File: src/rtl/serial_link_pkg.sv
// Shared types and helpers for the serial link (transmitter and receiver).
// The optional parity cycle is enabled with the PISO_PARITY_EN macro.
package serial_link_pkg;

   typedef enum logic [1:0] {IDLE, SHIFT, PAR} tx_state_t;

   localparam int FRAME_W = 9;

   // Words up to 16 bits are zero-extended by the caller; zeros do not change parity.
   function automatic logic even_parity(input logic [15:0] word);
      return ^word;
   endfunction

endpackage

File: src/rtl/piso_frame_tx.sv
// Parallel-in/serial-out frame transmitter with ready/load handshake and DONE pulse.
// Define PISO_PARITY_EN to append one even-parity bit after the data bits.
module piso_frame_tx
   import serial_link_pkg::*;
#(
   parameter int WIDTH     = 9,
   parameter bit LSB_FIRST = 1'b0
) (
   input  logic             CLK,
   input  logic             RST,
   input  logic             LOAD,
   input  logic [WIDTH-1:0] DIN,
   output logic             READY,
   output logic             DATAOUT,
   output logic             FRAME,
   output logic             DONE
);

   localparam int CW = $clog2(WIDTH);

   tx_state_t        state;
   logic [WIDTH-1:0] shreg;
   logic [CW-1:0]    cnt;
`ifdef PISO_PARITY_EN
   logic             par;
`endif

   logic             first_bit;
   logic [WIDTH-1:0] din_rest;
   logic             next_bit;
   logic [WIDTH-1:0] sh_rest;
   logic             last;

   // The first bit goes straight to DATAOUT on the accepting edge, so the
   // shift register only holds the bits still to be sent.
   always_comb begin
      first_bit = DIN[WIDTH-1];
      din_rest  = DIN << 1;
      next_bit  = shreg[WIDTH-1];
      sh_rest   = shreg << 1;
      if (LSB_FIRST) begin
         first_bit = DIN[0];
         din_rest  = DIN >> 1;
         next_bit  = shreg[0];
         sh_rest   = shreg >> 1;
      end
      last = (cnt == CW'(WIDTH - 1));
   end

   always_ff @(posedge CLK) begin
      if (RST) begin
         state   <= IDLE;
         shreg   <= '0;
         cnt     <= '0;
         DATAOUT <= 1'b0;
         FRAME   <= 1'b0;
         DONE    <= 1'b0;
         READY   <= 1'b1;
`ifdef PISO_PARITY_EN
         par     <= 1'b0;
`endif
      end else begin
         case (state)
            IDLE: begin
               DONE <= 1'b0;
               if (LOAD && READY) begin
                  shreg   <= din_rest;
                  cnt     <= '0;
                  DATAOUT <= first_bit;
                  FRAME   <= 1'b1;
                  READY   <= 1'b0;
                  state   <= SHIFT;
`ifdef PISO_PARITY_EN
                  par     <= even_parity(16'(DIN));
`endif
               end
            end

            SHIFT: begin
               if (last) begin
`ifdef PISO_PARITY_EN
                  DATAOUT <= par;
                  state   <= PAR;
`else
                  DATAOUT <= 1'b0;
                  FRAME   <= 1'b0;
                  DONE    <= 1'b1;
                  READY   <= 1'b1;
                  state   <= IDLE;
`endif
               end else begin
                  cnt     <= cnt + CW'(1);
                  DATAOUT <= next_bit;
                  shreg   <= sh_rest;
               end
            end

`ifdef PISO_PARITY_EN
            PAR: begin
               DATAOUT <= 1'b0;
               FRAME   <= 1'b0;
               DONE    <= 1'b1;
               READY   <= 1'b1;
               state   <= IDLE;
            end
`endif

            default: begin
               DATAOUT <= 1'b0;
               FRAME   <= 1'b0;
               DONE    <= 1'b0;
               READY   <= 1'b1;
               state   <= IDLE;
            end
         endcase
      end
   end

endmodule
File: config.mk
export PLATFORM = sky130hd
export DESIGN_NAME = piso_frame_tx
export DESIGN_NICKNAME = d
export VERILOG_FILES = /design/src/rtl/serial_link_pkg.sv /design/src/rtl/piso_frame_tx.sv
export SDC_FILE = /design/constraint.sdc
export NUM_CORES = 1
export LEC_CHECK = 0
export CAP_MARGIN = 15
export CELL_PAD_IN_SITES_DETAIL_PLACEMENT = 0
export CELL_PAD_IN_SITES_GLOBAL_PLACEMENT = 1
export CORE_MARGIN = 4
export CORE_UTILIZATION = 33
export CTS_CLUSTER_SIZE = 12
export DETAILED_ROUTE_END_ITERATION = 8
export HOLD_SLACK_MARGIN = 0.12
export PLACE_DENSITY = 0.79
export SETUP_SLACK_MARGIN = 0.1
export SLEW_MARGIN = 20
export SYNTH_ARGS = -nofsm -noshare
export SYNTH_HDL_FRONTEND = slang
export SYNTH_SLANG_ARGS = --single-unit
export TNS_END_PERCENT = 5
File: constraint.sdc
create_clock -name CLK -period 1.3 [get_ports CLK]
set_input_delay 0.26 -clock CLK [delete_from_list [all_inputs] [get_ports CLK]]
set_output_delay 0.26 -clock CLK [all_outputs]
set_load 0.02 [all_outputs]
==> flow_summary.yaml <==
status:
  status: "finished, final reports clean"
route:
  avgRoutedWirePerCell_um: 13.9
  remaining_drc_errors: 0
  top_layer: "met4"
  drt_iter0_markers: 23
  drtPass1Iterations: 4
  wl_met2_um: 920
  wirelength_um: 1960
  met1Wirelength_um: 953
  ant_nets: 0
  num_vias: 787
  met3_length_um: 72
  via_per_inst: 5.58
critical_path:
  cp.arrival_ns: 1.44
  r2r-start: "cnt[1]"
  start_kind: "flop"
  required_ns: 1.48
  path_class: "flop to flop"
  regToRegSetupSlack_ns: 0.04
  r2r_cells: 6
  rr_endpoint: "shreg[3]"
  cp-end-kind: "flop"
  crit_fanout: 10
pwr:
  p_switching_uw: 364
  p_seq_share_pct: 46.0
  ir_drop_uv: 740
  pwr_density_cell_nw_per_um2: 1090
  power_frac_comb_pct: 26.7
  p_int_uw: 876
  leakage_uw: 0.000422
  clock_power_share_pct: 27.3
  swShare_pct: 29.4
logic_synthesis:
  ys_warn_count: 0
  synth_most_common_cell: "dfxtp_1"
  synth_top_family_by_area: "compound AO/OA/AOI/OAI gates"
  ys_async_sr_fraction_pct: 0
  avgSynthCellArea_um2: 9.06
  ys_ff_latch: 16
  synth_area_leaders: "dfxtp_1 39%, a211oi_1 13%, mux2i_1 6.1%, and3_1 5.4%, nand4b_1 4.3%"
  synth_top_cell_area_share_pct: 39.3
  yosys.area_share.simple_pct: 22.5
  ys_seq_area_share_pct: 39.3
  synth_cells: 90
  synth_compound_area_share_pct: 22.9
  muxShareOfSynthArea_pct: 6.13
  synth_adder_area_share_pct: 3.07
  synthXorXnorAreaFrac_pct: 0
  ys.flop_type: "dfxtp_1"
  synth_edf_count: 0
  syn_nets: 104
  synth_top_cell_by_area: "dfxtp_1"
  synth_cell_types: 26
  synth_common_cells: "16 x dfxtp_1, 14 x a211oi_1, 7 x and3_1"
  synth_area_um2: 816
sta:
  fin_skew_ns: 0.0106
  setup_violations: 0
  min_period_ns: 1.26
  whs_ns: 0.503
  fmax_ghz: 0.795
  finalHoldViolCount: 0
  maxSlewViolCount: 0
  min_period_over_period_pct: 96.7
  slew_headroom_pct: 83.3
  tightest_slew_ns: 0.249
  rsz0062_at_grt: "yes"
flow_run:
  drv_cap: 0
place:
  io_buffers: 15
  place_congestion: 0.734
  dp.final_hpwl_um: 1350
clock_network:
  cts_made_buffers: 3
  cts_tree: "built"
  clock_path_buffers: 2
  cts-htree-levels: 1
  clk_pin_slew_worst_paths_ns: 0.11
  insertion_delay_ns: 0.29
  cts-root-buf: "clkbuf_4"
  clock_sinks: 16
worst_hold_path:
  hold_path_end: "cnt[1]"
  hold_depth: 2
  hold_class: "flop to flop"
  min-delay-start: "cnt[1]"
die:
  start_util_pct: 35.8
  coreArea_um2: 2280
  die_h_um: 57.7
  dieArea_um2: 3330
  die_x_um: 57.7
  ios: 16
  core.rowCount: 17
layout:
  final_nets: 128
  antennaDiodeCount: 0
  fin_util_pct: 50.1
  drive_gt1_share_pct: 29.2
  fill_cells: 220
  register_area_um2: 324
  syn_to_final_growth_pct: 39.7
  multi_input_area_um2: 488
grt:
  grt_pass1_wl_um: 3420
  grt.total_usage_pct: 12.8
  antenna_found_initial: 0
  grt_max_degree: 17
  overflow: 0
  grt_pass1_vias: 776
placed cells by master, fill, tap and decap left out, drive strengths merged:
cell	count
o21a	1
inv	2
dfxtp	16
o21ai	1
clkbuf	4
nor2	1
a211oi	14
nor2b	3
o22ai	1
a21oi	5
a31oi	2
nor3b	1
ha	2
clkdlybuf4s15	2
nand2b	1
and3	7
nand3	3
and3b	1
nand2	6
a311oi	2
nand4b	4
nand3b	3
mux2i	5
o31ai	1
buf	14
clkdlybuf4s50	11
metrics by stage:
step,setup WS (ns),area (µm²),power [µW],setup TNS [ns],std cells
floorplan,0.104,825,763,0,90
global placement,-0.191,1070,887,-2.02,137
detailed placement,-0.218,1070,893,-2.23,137
CTS,-0.00524,1120,1240,-0.00524,141
global route,-0.0413,1140,1310,-0.120,141
finish,0.0424,1140,1240,0,141
registers in the layout, summed over array words and instances, names as in the netlist:
| name | flops |
|---|---|
| DATAOUT | 1 |
| cnt | 4 |
| shreg | 8 |
| READY | 1 |
| DONE | 1 |
| FRAME | 1 |
layout make-up:
type	instances	share of cell area, %
inverters	2	0.659
flip-flops and latches	16	28.4
repair buffers	27	21.8
well taps	28	3.07
multi-input cells	64	42.8
clock buffers	4	3.18
worst max-delay path by stage:
stage | from | to | slack, ns | cells after the start
6_report | cnt[1] | shreg[3] | 0.04 | 6
5_1_grt | cnt[1] | shreg[7] | -0.04 | 6
4_1_cts | cnt[1] | shreg[8] | -0.005 | 6
3_5_place_dp | LOAD | cnt[0] | -0.22 | 5
3_3_place_gp | LOAD | shreg[5] | -0.19 | 4
2_1_floorplan | cnt[1] | shreg[3] | 0.10 | 6
critical path: stages, from the launching register on:
cell and delay, ns:
dfxtp_2 0.33, inv_2 0.07, ha_4 0.12, and3b_1 0.20
buf_12 0.15, mux2i_2 0.21, a211oi_2 0.08
power groups by stage:
stage / clock, µW / sequential (µW) / combinational [µW]
detailed placement: 0 / 579 / 314
finish: 339 / 571 / 331
floorplan: 0 / 587 / 176
CTS: 350 / 568 / 320
global placement: 0 / 578 / 310
global route: 369 / 576 / 363
what timing repair did:
| item | 4_1_cts | 5_1_grt |
|---|---|---|
| hold buffers | 0 | 0 |
| endpoints found under the setup margin | 15 | 16 |
| pin swaps | 1 | 1 |
| setup buffers | 0 | 0 |
| resized for setup | 14 | 10 |
cell families after synthesis:
kind of cell	after synthesis
fa+ha+maj	2
simple gates	30
flops	16
buf+inv	10
mux	5
compound gates	27
routing by layer:
metal,global-route usage (%),up-vias
li1,-,389
met3,2.45,2
met4,5.96,0
met1,17.2,382
met2,19.8,14
met5,0,-
Power figures use the tool's default switching activity.
